### config.mk
export PLATFORM = sky130hd
export DESIGN_NAME = round_robin_arbiter_8
export DESIGN_NICKNAME = d
export VERILOG_FILES = /design/src/rtl/round_robin_arbiter_8.sv
export SDC_FILE = /design/constraint.sdc
export NUM_CORES = 1
export LEC_CHECK = 0
export ABC_AREA = 0
export BUFFER_PORTS_ARGS = -buffer_cell sky130_fd_sc_hd__buf_2
export CAP_MARGIN = 5
export CORE_UTILIZATION = 46
export CTS_BUF_LIST = sky130_fd_sc_hd__clkbuf_2 sky130_fd_sc_hd__clkbuf_4 sky130_fd_sc_hd__clkbuf_8
export DETAILED_ROUTE_END_ITERATION = 8
export PLACE_DENSITY = 0.73
export SKIP_LAST_GASP = 1
export SLEW_MARGIN = 15
export SYNTH_ARGS = -nofsm -noshare
export SYNTH_HDL_FRONTEND = slang
export SYNTH_SLANG_ARGS = --single-unit
### constraint.sdc
create_clock -name clk -period 7.15 [get_ports clk]
set_input_delay 0.3575 -clock clk [delete_from_list [all_inputs] [get_ports clk]]
set_output_delay 0.3575 -clock clk [all_outputs]
set_load 0.01 [all_outputs]
### src/rtl/round_robin_arbiter_8.sv
// Eight-way round-robin arbiter with registered one-hot grant and a per-grant hold limit.
// A holder keeps the grant while it requests, up to MAX_HOLD cycles, then the search resumes after it.
module round_robin_arbiter_8 #(
  parameter int MAX_HOLD = 16
) (
  input  logic       clk,
  input  logic       rst_n,
  input  logic [7:0] req,
  output logic [7:0] grant,
  output logic [2:0] grant_idx,
  output logic       grant_valid,
  output logic       timeout
);

  localparam int CNT_W = (MAX_HOLD > 2) ? $clog2(MAX_HOLD) : 1;
  localparam logic [CNT_W-1:0] HOLD_LAST = CNT_W'(MAX_HOLD - 1);

  typedef enum logic {IDLE, BUSY} state_t;

  state_t           state, state_n;
  logic [7:0]       grant_n;
  logic [2:0]       idx_n;
  logic [2:0]       ptr, ptr_n;
  logic [CNT_W-1:0] hold_cnt, hold_cnt_n;
  logic             timeout_n;
  logic [2:0]       search_start;
  logic [3:0]       pick;

  // Returns {found, index} of the first set request at or after start, wrapping mod 8.
  function automatic logic [3:0] rr_pick(input logic [7:0] r, input logic [2:0] start);
    logic [3:0] res;
    logic [2:0] idx;
    res = '0;
    for (int k = 7; k >= 0; k--) begin
      idx = start + 3'(k);
      if (r[idx]) res = {1'b1, idx};
    end
    return res;
  endfunction

  always_comb begin
    search_start = (state == BUSY) ? grant_idx + 3'd1 : ptr;
    pick         = rr_pick(req, search_start);

    state_n    = state;
    grant_n    = grant;
    idx_n      = grant_idx;
    ptr_n      = ptr;
    hold_cnt_n = hold_cnt;
    timeout_n  = 1'b0;

    case (state)
      IDLE: begin
        if (pick[3]) begin
          state_n    = BUSY;
          grant_n    = 8'b1 << pick[2:0];
          idx_n      = pick[2:0];
          hold_cnt_n = '0;
        end
      end
      BUSY: begin
        if (!req[grant_idx] || hold_cnt == HOLD_LAST) begin
          // Release wins over expiry: a pulse only when the holder is still requesting.
          timeout_n  = req[grant_idx];
          ptr_n      = search_start;
          hold_cnt_n = '0;
          if (pick[3]) begin
            grant_n = 8'b1 << pick[2:0];
            idx_n   = pick[2:0];
          end else begin
            state_n = IDLE;
            grant_n = '0;
            idx_n   = '0;
          end
        end else begin
          hold_cnt_n = hold_cnt + CNT_W'(1);
        end
      end
      default: begin
        state_n = IDLE;
        grant_n = '0;
        idx_n   = '0;
      end
    endcase
  end

  always_ff @(posedge clk or negedge rst_n) begin
    if (!rst_n) begin
      state     <= IDLE;
      grant     <= '0;
      grant_idx <= '0;
      ptr       <= '0;
      hold_cnt  <= '0;
      timeout   <= 1'b0;
    end else begin
      state     <= state_n;
      grant     <= grant_n;
      grant_idx <= idx_n;
      ptr       <= ptr_n;
      hold_cnt  <= hold_cnt_n;
      timeout   <= timeout_n;
    end
  end

  assign grant_valid = (state == BUSY);

endmodule

==> metrics.md, run 1 <==
| Metric | Value |
|---|---|
| Number of vias per cell after detailed routing | `6.418` |
| Maximum number of buffers from clock root to sink | `2` |
| Status | `finished, final reports clean` |
| Dominant combinational cell family by area after synthesis | `compound AO/OA/AOI/OAI gates` |
| Max-slew headroom at the worst pin | `0.5338` |
| Data arrival time of the critical path | `4270 ps` |
| Clock transition at path regs | `70 ps` |
| Grt total ovfl | `0` |
| Synth warn | `0` |
| WL met2 | `2.333 mm` |
| DRC violations left | `0` |
| CP delay by family, top | `compound AO/OA/AOI/OAI gates` |
| Std-Cell Core Area | `4058 um2` |
| Synthesized-area fraction occupied by and/or/nand/nor cells | `0.1984` |
| CTS Sinks | `20` |
| Final setup vio count | `0` |
| Post-synthesis mux area share | `0.1503` |
| Shortest clock period the worst path allows after layout | `4078 ps` |
| Pin count of the biggest net entering global routing | `22` |
| Final Routed Wirelength | `4.938 mm` |
| Setup TNS | `0 ps` |
| Detail-routed net length per standard cell | `17.33 um` |
| Xor/xnor cell area share of the yosys netlist | `0.01832` |
| Die Area | `4572 um2` |
| Actual slew at the worst max-slew pin | `695.1 ps` |
| Die Height | `67.62 um` |
| Post-Syn Nets | `239` |
| Wire length on met1 | `2.240 mm` |
| Critical path's largest stage delay | `630 ps` |
| Pre-Repair DR Iteration Count | `4` |
| Post-route clock skew | `1.315 ps` |
| Max-cap viol count | `0` |
| Number of antenna violations at the first check in global routing | `0` |
| Slowest cell on the critical path | `sky130_fd_sc_hd__o31ai_2` |
| FILL cells | `382` |
| Proportion of register bits with asynchronous set or reset after synthesis | `1.000` |
| Number of vias after detailed routing | `1829` |
| Starting utilization of the core area | `0.4881` |
| Highest metal layer with signal wires | `met4` |
| Critical path's most frequent cell | `sky130_fd_sc_hd__mux2i_1` |
| Mean cell area of the mapped netlist | `8.764 um2` |
| Part of the Yosys area used for sequential elements | `0.2527` |
| Max Fclk | `245.2 MHz` |
| Endpoint kind of the worst setup timing path | `flip-flop` |
| Clock network latency to the later pin of the worst-skew pair | `260 ps` |
| Number of global-route vias before repair | `1587` |
| Die outline width | `67.62 um` |
| Number of standard-cell rows in the floorplan | `23` |
| Number of buffers and inverters on the critical path | `1` |
| HP Class | `in2async` |
| TritonCTS buffer count | `3` |
| Worst Setup Path Type | `reg2reg` |
| Chain of cells forming the critical path | `ha_1 > a21oi_4 > inv_2 > ha_1 > mux2i_1 > mux2i_1 > mux2i_1 > a21oi_1 > o31ai_2 > a32o_2` |
| Global-route wire length before repair | `7.969 mm` |
| Overall global routing resource usage | `0.2298` |
| Post-CTS Resized | `0` |
| Detail Route Antenna Nets | `0` |
| Met3 routed wirelength | `302 um` |
| Primary FF master, synth | `sky130_fd_sc_hd__dfrtp_1` |
| EDFF count, synth | `0` |
| RSZ-0062 raised after global routing | `false` |
| Fraction of the mapped netlist area in compound gates | `0.3133` |
| Largest driver fanout on the critical path | `18` |
| Slew Limit Fails | `0` |
| Buffers added on ports | `22` |
| Number of hold-repair buffers added at the cts stage | `0` |
| Antenna diode count | `0` |
| Critical Path Source Type | `flip-flop` |
| Depth of the CTS H-tree | `1` |
| HPWL reported at the end of detailed placement | `3.703 mm` |
| Required time of the worst setup path | `7350 ps` |
| Post-Synth Adder-Cell Area | `0.01895` |
| Layout cells sized above 1 | `0.2085` |
| Top-level port count | `23` |
| Mapped Cells | `226` |
| Clock tree from TritonCTS | `done` |
| Setup Fix Bufs, Post-CTS | `0` |
| Layout overhead on the synthesized area | `6.759%` |
| Iteration-0 DRC count of the detailed router | `88` |
| Gp weighted congestion | `0.9254` |
| Clk Tree Root Cell | `sky130_fd_sc_hd__clkbuf_8` |
| Post-synthesis cell type count | `63` |
| Synthesized cell area | `1981 um2` |
| Count of endpoints failing hold in the final timing report | `0` |
| Flops & latches, synth | `20` |
| Final-stage net count | `250` |
| Tcrit/Tclk final | `0.5703` |
==> worst paths after layout <==
check / start / end / slack (ps) / cells past startpoint
worst max-delay path: grant_idx[0] / grant[0] / 3070 / 10
worst min-delay path: rst_n / grant[1] / 30 / 1
worst max register to register: grant_idx[0] / grant[0] / 3070 / 10
worst min register to register: ptr[2] / ptr[2] / 490 / 2
max in group asynchronous: rst_n / grant[4] / 6800 / 1
min in group clk: ptr[2] / ptr[2] / 490 / 2
==> per-stage QoR <==
stage	hold WS, ps	instances	worst slack [ps]	utilization	cell area (um2)
floorplan	61.91	226	3738	-	1981
global placement	327.6	282	3197	0.5109	2073
detailed placement	329.5	282	3119	0.5109	2073
CTS	48.08	285	3107	0.5211	2115
global route	63.92	285	2790	0.5211	2115
finish	34.41	285	3072	0.5211	2115
==> area by class of cell <==
class / count / area, um2 / area share
clock buffers: 3 / 41.29 / 0.01953
repair buffers: 22 / 110.1 / 0.05207
multi-input cells: 186 / 1385 / 0.6550
flip-flops and latches: 20 / 500.5 / 0.2367
inverters: 4 / 15.01 / 0.007101
well taps: 50 / 62.56 / 0.02959
==> logic make-up (layout without fill, tap and decap cells) <==
group	count (synthesis)	after routing
AO/OA/AOI/OAI	81	81
AND/OR/NAND/NOR	75	75
multiplexers	25	25
flip-flops	20	20
buffers and inverters	20	29
adder cells (fa/ha/maj)	3	3
XOR/XNOR	2	2
==> cells in the mapped netlist (2+ instances only) <==
library cell / number / area [um2]
sky130_fd_sc_hd__clkbuf_1: 4 / 15.01
sky130_fd_sc_hd__buf_4: 3 / 22.52
sky130_fd_sc_hd__nor2_1: 15 / 56.30
sky130_fd_sc_hd__buf_2: 7 / 35.03
sky130_fd_sc_hd__nor3_1: 4 / 20.02
sky130_fd_sc_hd__o21ai_1: 9 / 45.04
sky130_fd_sc_hd__or2_1: 4 / 25.02
sky130_fd_sc_hd__mux2i_1: 17 / 170.2
sky130_fd_sc_hd__o211ai_1: 4 / 30.03
sky130_fd_sc_hd__nand2b_1: 6 / 37.54
sky130_fd_sc_hd__a21oi_2: 2 / 17.52
sky130_fd_sc_hd__o21ai_0: 14 / 70.07
sky130_fd_sc_hd__a31oi_1: 5 / 31.28
sky130_fd_sc_hd__a311oi_1: 3 / 26.28
sky130_fd_sc_hd__inv_2: 2 / 7.510
sky130_fd_sc_hd__inv_1: 2 / 7.510
sky130_fd_sc_hd__a211oi_1: 6 / 45.04
sky130_fd_sc_hd__ha_1: 3 / 37.54
sky130_fd_sc_hd__a32o_1: 3 / 30.03
sky130_fd_sc_hd__a211o_1: 3 / 26.28
sky130_fd_sc_hd__a32oi_1: 2 / 17.52
sky130_fd_sc_hd__nor2b_1: 3 / 18.77
sky130_fd_sc_hd__buf_1: 2 / 7.510
sky130_fd_sc_hd__a21oi_1: 5 / 25.02
sky130_fd_sc_hd__nand3_1: 12 / 60.06
sky130_fd_sc_hd__mux4_2: 3 / 67.56
sky130_fd_sc_hd__o31ai_1: 5 / 37.54
sky130_fd_sc_hd__o2bb2ai_1: 2 / 17.52
sky130_fd_sc_hd__dfrtp_1: 20 / 500.5
sky130_fd_sc_hd__and2_1: 2 / 12.51
sky130_fd_sc_hd__mux2_2: 3 / 33.78
sky130_fd_sc_hd__a32o_2: 2 / 22.52
sky130_fd_sc_hd__nand2_1: 19 / 71.32
==> metal layers <==
metal / vias up / track usage
met3: 6 / 0.04054
met4: 0 / 0.05053
li1: 886 / -
met2: 72 / 0.3577
met1: 865 / 0.3268
met5: - / 0
==> flip-flops by register name, indices dropped and copies added (netlist names) <==
register / cells
grant_valid: 1
grant: 8
ptr: 3
grant_idx: 3
hold_cnt: 4
timeout: 1
==> layout by cell type (no fill, tap or decap), types with 2 or more instances in the layout <==
| cell type | netlist | final |
|---|---|---|
| sky130_fd_sc_hd__buf_2 | 7 | 22 |
| sky130_fd_sc_hd__dfrtp_1 | 20 | 20 |
| sky130_fd_sc_hd__nand2_1 | 19 | 19 |
| sky130_fd_sc_hd__mux2i_1 | 17 | 17 |
| sky130_fd_sc_hd__nor2_1 | 15 | 15 |
| sky130_fd_sc_hd__o21ai_0 | 14 | 14 |
| sky130_fd_sc_hd__nand3_1 | 12 | 12 |
| sky130_fd_sc_hd__o21ai_1 | 9 | 9 |
| sky130_fd_sc_hd__nand2b_1 | 6 | 6 |
| sky130_fd_sc_hd__a211oi_1 | 6 | 6 |
| sky130_fd_sc_hd__a21oi_1 | 5 | 5 |
| sky130_fd_sc_hd__a31oi_1 | 5 | 5 |
| sky130_fd_sc_hd__o31ai_1 | 5 | 5 |
| sky130_fd_sc_hd__or2_1 | 4 | 4 |
| sky130_fd_sc_hd__nor3_1 | 4 | 4 |
| sky130_fd_sc_hd__o211ai_1 | 4 | 4 |
| sky130_fd_sc_hd__nor2b_1 | 3 | 3 |
| sky130_fd_sc_hd__mux4_2 | 3 | 3 |
| sky130_fd_sc_hd__mux2_2 | 3 | 3 |
| sky130_fd_sc_hd__a32o_1 | 3 | 3 |
| sky130_fd_sc_hd__a311oi_1 | 3 | 3 |
| sky130_fd_sc_hd__a211o_1 | 3 | 3 |
| sky130_fd_sc_hd__ha_1 | 3 | 3 |
| sky130_fd_sc_hd__clkbuf_8 | 0 | 3 |
| sky130_fd_sc_hd__inv_2 | 2 | 2 |
| sky130_fd_sc_hd__inv_1 | 2 | 2 |
| sky130_fd_sc_hd__and2_1 | 2 | 2 |
| sky130_fd_sc_hd__a21oi_2 | 2 | 2 |
| sky130_fd_sc_hd__a32oi_1 | 2 | 2 |
| sky130_fd_sc_hd__a32o_2 | 2 | 2 |
| sky130_fd_sc_hd__o2bb2ai_1 | 2 | 2 |
Power of run 1 is left out: the tool's default activity adds up to more than one toggle a clock period on the data nets, which glitch-free logic cannot reach.
==> run 2: changes to the inputs <==
- ABC_AREA: 0 -> 1
- PLACE_DENSITY: 0.73 -> 0.74
- clock period: 7.15 -> 3.89 ns (I/O delays scaled with it)
==> run 2 against run 1 <==
  * Register-to-register slack worse by 2000 ps
  * Clock-buffer cell count is 1 higher
  * Setup slack worse by 2000 ps
  * Fmax rose by 44%
  * Sequential cell count did not move
  * Non-clock buffer count up 1
  * Global-route usage down 0.57 points
  * Critical path depth grew 7
==> metrics.md, run 2 <==
| Metric | Value |
|---|---|
| Part of the Yosys area used for sequential elements | `0.2658` |
| Detail Route Antenna Nets | `0` |
| Die Height | `65.98 um` |
| Flops & latches, synth | `20` |
| Pin count of the biggest net entering global routing | `21` |
| Slowest cell on the critical path | `sky130_fd_sc_hd__dfrtp_1` |
| Max Fclk | `353.6 MHz` |
| Cell types occupying the most area after synthesis | `sky130_fd_sc_hd__dfrtp_1, sky130_fd_sc_hd__nand2_1, sky130_fd_sc_hd__nand3_1, sky130_fd_sc_hd__nand2_2, sky130_fd_sc_hd__inv_1` |
| Primary FF master, synth | `sky130_fd_sc_hd__dfrtp_1` |
| Setup TNS | `0 ps` |
| Layout overhead on the synthesized area | `10.43%` |
| Number of vias after detailed routing | `1940` |
| Clk Tree Root Cell | `sky130_fd_sc_hd__clkbuf_8` |
| Post-Syn Nets | `309` |
| Final setup vio count | `0` |
| Least setup slack across all paths after layout | `1062 ps` |
| Critical Path Source Type | `flip-flop` |
| Required time of the worst setup path | `4050 ps` |
| Iteration-0 DRC count of the detailed router | `153` |
| Final-stage net count | `334` |
| Endpoint kind of the worst setup timing path | `flip-flop` |
| Actual slew at the worst max-slew pin | `445.6 ps` |
| Top-level port count | `23` |
| Post-route clock skew | `3.491 ps` |
| Setup Fix Bufs, Post-CTS | `0` |
| Clock transition at path regs | `70 ps` |
| RSZ-0062 raised after global routing | `false` |
| Number of global-route vias before repair | `1701` |
| TritonCTS buffer count | `3` |
| Post-synth top area share | `0.2658` |
| Post-synthesis cell type count | `31` |
| Global-route wire length before repair | `7.590 mm` |
| Pre-Repair DR Iteration Count | `5` |
| Reg2Reg Capture Point | `grant[5]` |
| HP Class | `in2async` |
| Clock tree from TritonCTS | `done` |
| Highest metal layer with signal wires | `met4` |
| Std-Cell Core Area | `3799 um2` |
| Synth warn | `0` |
| Biggest area consumer among synthesized cells | `sky130_fd_sc_hd__dfrtp_1` |
| Final Routed Wirelength | `4.376 mm` |
| Beginning of the worst register-to-register path | `grant_idx[0]` |
| Max-cap viol count | `0` |
| Layout cells sized above 1 | `0.2250` |
| Status | `finished, final reports clean` |
| Detail-routed net length per standard cell | `11.89 um` |
| CTS Sinks | `20` |
| Largest driver fanout on the critical path | `10` |
| WL met2 | `1.951 mm` |
| Proportion of register bits with asynchronous set or reset after synthesis | `1.000` |
| Count of endpoints failing hold in the final timing report | `0` |
| Most common cell after layout, fill and taps aside | `sky130_fd_sc_hd__nand2_1` |
| Number of antenna violations at the first check in global routing | `0` |
| R2r setup slk | `1060 ps` |
| Number of standard-cell rows in the floorplan | `22` |
| Shortest clock period the worst path allows after layout | `2828 ps` |
| Met3 routed wirelength | `206 um` |
| Top post-synthesis cells by count | `sky130_fd_sc_hd__nand2_1, sky130_fd_sc_hd__nand3_1, sky130_fd_sc_hd__inv_1, sky130_fd_sc_hd__nand2_2, sky130_fd_sc_hd__dfrtp_1` |
| Number of hold-repair buffers added at the cts stage | `1` |
| Die Area | `4353 um2` |
| Starting utilization of the core area | `0.4957` |
| Critical path's largest stage delay | `490 ps` |
| Overall global routing resource usage | `0.2240` |
| Buffers added on ports | `22` |
| Antenna diode count | `0` |
| Gp weighted congestion | `0.9797` |
| Max-slew headroom at the worst pin | `0.7029` |
| Worst Setup Path Type | `reg2reg` |
| Number of vias per cell after detailed routing | `5.272` |
| Wire length on met1 | `2.150 mm` |
| DRC violations left | `0` |
| Register containing the most flip-flops in the final layout | `grant` |
| Most repeated cell in the gate-level netlist after synthesis | `sky130_fd_sc_hd__nand2_1` |
| Grt total ovfl | `0` |
| Synthesized cell area | `1883 um2` |
| Placement-stage worst setup slack | `1109 ps` |
| EDFF count, synth | `0` |
| Post-CTS Resized | `0` |
| Maximum number of buffers from clock root to sink | `2` |
| Tcrit/Tclk final | `0.7269` |
| Biggest registers after layout | `grant (8), hold_cnt (4)` |
| HPWL reported at the end of detailed placement | `3.529 mm` |
| Critical path's most frequent cell | `sky130_fd_sc_hd__nand2_1` |
| Slew Limit Fails | `0` |
| Depth of the CTS H-tree | `1` |
| Chain of cells forming the critical path | `ha_1 > nand2_1 > nand2_2 > ha_1 > inv_1 > nand3_1 > nand2_1 > nand2_1 > nand2_2 > nor2_1 > nand4_1 > nor2_2 > nor2_1 > nand2_1 > inv_1 > nand3_1 > nand2_1` |
| Flip-flop count of the largest register, all copies and words added | `8` |
| Mean cell area of the mapped netlist | `6.362 um2` |
| Data arrival time of the critical path | `2980 ps` |
| Final Hold Slack | `398.4 ps` |
| Mapped Cells | `296` |
| Cell depth of the worst flop-to-flop path | `17` |
| Die outline width | `65.98 um` |
| Most frequent cells in the layout | `sky130_fd_sc_hd__nand2_1, sky130_fd_sc_hd__nand3_1, sky130_fd_sc_hd__inv_1` |
| Clock network latency to the later pin of the worst-skew pair | `260 ps` |
-- run 2: how the worst max path moves through the flow --
| stage | start | endpoint | cells past startpoint |
|---|---|---|---|
| after detailed placement | grant_idx[0] | grant[5] | 17 |
| after global routing | grant_idx[0] | grant[5] | 17 |
| after CTS | grant_idx[0] | grant[5] | 17 |
| after floorplan | grant_idx[0] | grant[5] | 17 |
| final | grant_idx[0] | grant[5] | 17 |
| after global placement | grant_idx[0] | grant[5] | 17 |
-- run 2: layout make-up --
cell class / count / area (um2)
repair buffers: 23 / 120.1
flip-flops and latches: 20 / 500.5
multi-input cells: 241 / 1216
fillers: 391 / 1719
clock buffers: 4 / 55.05
inverters: 32 / 127.6
well taps: 48 / 60.06
-- run 2: cells by family after synthesis --
family | count (synthesis) | synth area share
and+or+nand+nor | 206 | 0.5269
buffers and inverters | 35 | 0.08838
AOI/OAI and AO/OA | 30 | 0.08970
DFF | 20 | 0.2658
adders and majority gates | 3 | 0.01994
xor gates and xnor gates | 2 | 0.009304
-- run 2: per-layer routing --
layer  track usage  vias to the layer above
met5             0                        -
met4       0.06915                        0
met3       0.01552                        9
met2        0.3610                       57
met1        0.3183                      876
li1              -                      998
-- run 2: critical path: cells and delay by family (launching register included) --
family,cells,cell delay [ps]
adders and majority gates,2,750
buffers and inverters,2,150
DFF,1,490
and+or+nand+nor,13,1340
-- run 2: stage by stage --
stage	cell area [um2]	std cells	utilization
finish	2079	368	0.5474
global route	2079	368	0.5474
CTS	2079	368	0.5474
detailed placement	2014	363	0.5303
global placement	2014	363	0.5303
floorplan	1883	296	-
Power of run 2 is left out for the same reason.
==> run 3: changes to the inputs <==
- clock period: 3.89 -> 2.75 ns (I/O delays scaled with it)
==> run 3 against run 2 <==
  * Design area is 3.1% higher
  * Via count increased by 1.2%
  * Hold slack got worse by 62 ps
  * Core utilization increased by 1.7 points
  * Fmax rose by 13%
  * Global-route usage grew 0.89 points
  * First-iteration DRC count rose by 2.6%
  * Final cell count rose by 1.1%
  * Routed wire length rose by 4.6%
==> metrics.md, run 3 (synthesis gave the netlist of run 2 again) <==
| Metric | Value |
|---|---|
| Most frequent cells in the layout | `sky130_fd_sc_hd__nand2_1, sky130_fd_sc_hd__nand3_1, sky130_fd_sc_hd__inv_1` |
| Largest driver fanout on the critical path | `7` |
| Worst Setup Path Type | `reg2reg` |
| Global-route wire length before repair | `7.817 mm` |
| Post-route clock skew | `1.930 ps` |
| Most common cell after layout, fill and taps aside | `sky130_fd_sc_hd__nand2_1` |
| Layout cells sized above 1 | `0.2469` |
| Required time of the worst setup path | `2900 ps` |
| Clock network latency to the later pin of the worst-skew pair | `260 ps` |
| Iteration-0 DRC count of the detailed router | `157` |
| Data arrival time of the critical path | `2650 ps` |
| Detail-routed net length per standard cell | `12.30 um` |
| FILL cells | `387` |
| Flip-flop count of the largest register, all copies and words added | `8` |
| Max-slew headroom at the worst pin | `0.7040` |
| Detail Route Antenna Nets | `0` |
| Chain of cells forming the critical path | `ha_4 > inv_1 > nand2_1 > nand3_1 > nand2_1 > nand2_1 > nand2_1 > nand2_1 > nand2_1 > nor2_1 > nand2_1 > nand3_1 > nand2_1 > nand2_1 > nand2_1 > nand2_2 > nand2_2 > nand3_1 > nand2_1` |
| Die Height | `65.98 um` |
| Maximum number of buffers from clock root to sink | `2` |
| Pin count of the biggest net entering global routing | `21` |
| TritonCTS buffer count | `3` |
| Actual slew at the worst max-slew pin | `444.0 ps` |
| Number of standard-cell rows in the floorplan | `22` |
| Clock tree from TritonCTS | `done` |
| Register containing the most flip-flops in the final layout | `grant` |
| Biggest registers after layout | `grant (8), hold_cnt (4)` |
| Die outline width | `65.98 um` |
| Grt total ovfl | `0` |
| Slew Limit Fails | `0` |
| Number of vias after detailed routing | `1963` |
| Critical path's largest stage delay | `450 ps` |
| Shortest clock period the worst path allows after layout | `2500 ps` |
| Count of endpoints failing hold in the final timing report | `0` |
| Starting utilization of the core area | `0.4957` |
| DRC violations left | `0` |
| Buffers added on ports | `22` |
| Antenna diode count | `0` |
| RSZ-0062 raised after global routing | `false` |
| HP Class | `in2async` |
| Max-cap viol count | `0` |
| Final Routed Wirelength | `4.576 mm` |
| Final setup vio count | `0` |
| Critical Path Source Type | `flip-flop` |
| Status | `finished, final reports clean` |
| Depth of the CTS H-tree | `1` |
| Number of global-route vias before repair | `1759` |
| Top-level port count | `23` |
| Placement-stage worst setup slack | `183.2 ps` |
| Slowest cell on the critical path | `sky130_fd_sc_hd__dfrtp_2` |
| Least setup slack across all paths after layout | `250.4 ps` |
| CTS Sinks | `20` |
| Endpoint kind of the worst setup timing path | `flip-flop` |
| Number of antenna violations at the first check in global routing | `0` |
| Critical path's most frequent cell | `sky130_fd_sc_hd__nand2_1` |
| Clock transition at path regs | `70 ps` |
| Setup TNS | `0 ps` |
| Pre-Repair DR Iteration Count | `4` |
| Overall global routing resource usage | `0.2330` |
| Layout overhead on the synthesized area | `13.82%` |
| Clk Tree Root Cell | `sky130_fd_sc_hd__clkbuf_8` |
| HPWL reported at the end of detailed placement | `3.650 mm` |
| Tcrit/Tclk final | `0.9089` |
| Die Area | `4353 um2` |
| Final-stage net count | `338` |
| Gp weighted congestion | `0.9312` |
| Number of vias per cell after detailed routing | `5.277` |
| Std-Cell Core Area | `3799 um2` |
| Max Fclk | `400.1 MHz` |
## run 3: cell count changes in the layout (fill, tap and decap cells not counted), sizes merged
cell  change
buf       +4
## run 3: area by class of cell
class	instances	area, um2	share of cell area
repair buffers	27	150.1	0.07005
flip-flops and latches	20	501.7	0.2341
inverters	32	127.6	0.05954
multi-input cells	241	1249	0.5826
clock buffers	4	55.05	0.02569
well taps	48	60.06	0.02802
## run 3: repair_timing
item	4_1_cts	5_1_grt
resized for setup	0	6
setup buffers	0	0
hold buffers	1	0
endpoints found under the hold margin	20	0
endpoints found under the setup margin	0	10
## run 3: through the flow
step	cells	util	instance area (um2)	hold slack, ps
2_1_floorplan	296	-	1883	-158.1
3_3_place_gp	367	0.5382	2044	105.3
3_5_place_dp	367	0.5382	2044	107.4
4_1_cts	372	0.5553	2110	335.2
5_1_grt	372	0.5642	2143	393.5
6_report	372	0.5642	2143	336.3
## run 3: metal layers
metal,GRT usage,up-vias,wire [um]
li1,-,1004,-
met1,0.3080,898,2142
met2,0.3903,51,2166
met3,0.01897,10,189
met4,0.09309,0,78
met5,0,-,0
## run 3: worst paths after layout
kind	startpoint	endpoint	slack, ps	cells after the start
max	grant_idx[0]	grant[5]	250	19
min	rst_n	grant[0]	340	2
max reg2reg	grant_idx[0]	grant[5]	250	19
min reg2reg	grant[1]	grant[1]	480	2
max in group asynchronous	rst_n	grant_idx[0]	2070	2
min in group clk	req[3]	timeout	340	5
## run 3: critical path, delay by kind of cell (launching register included)
| family | cells | cell delay, ps |
|---|---|---|
| adders and majority gates | 1 | 180 |
| buffers and inverters | 1 | 70 |
| and+or+nand+nor | 17 | 1700 |
| DFF | 1 | 450 |
Power of run 3 is left out for the same reason.
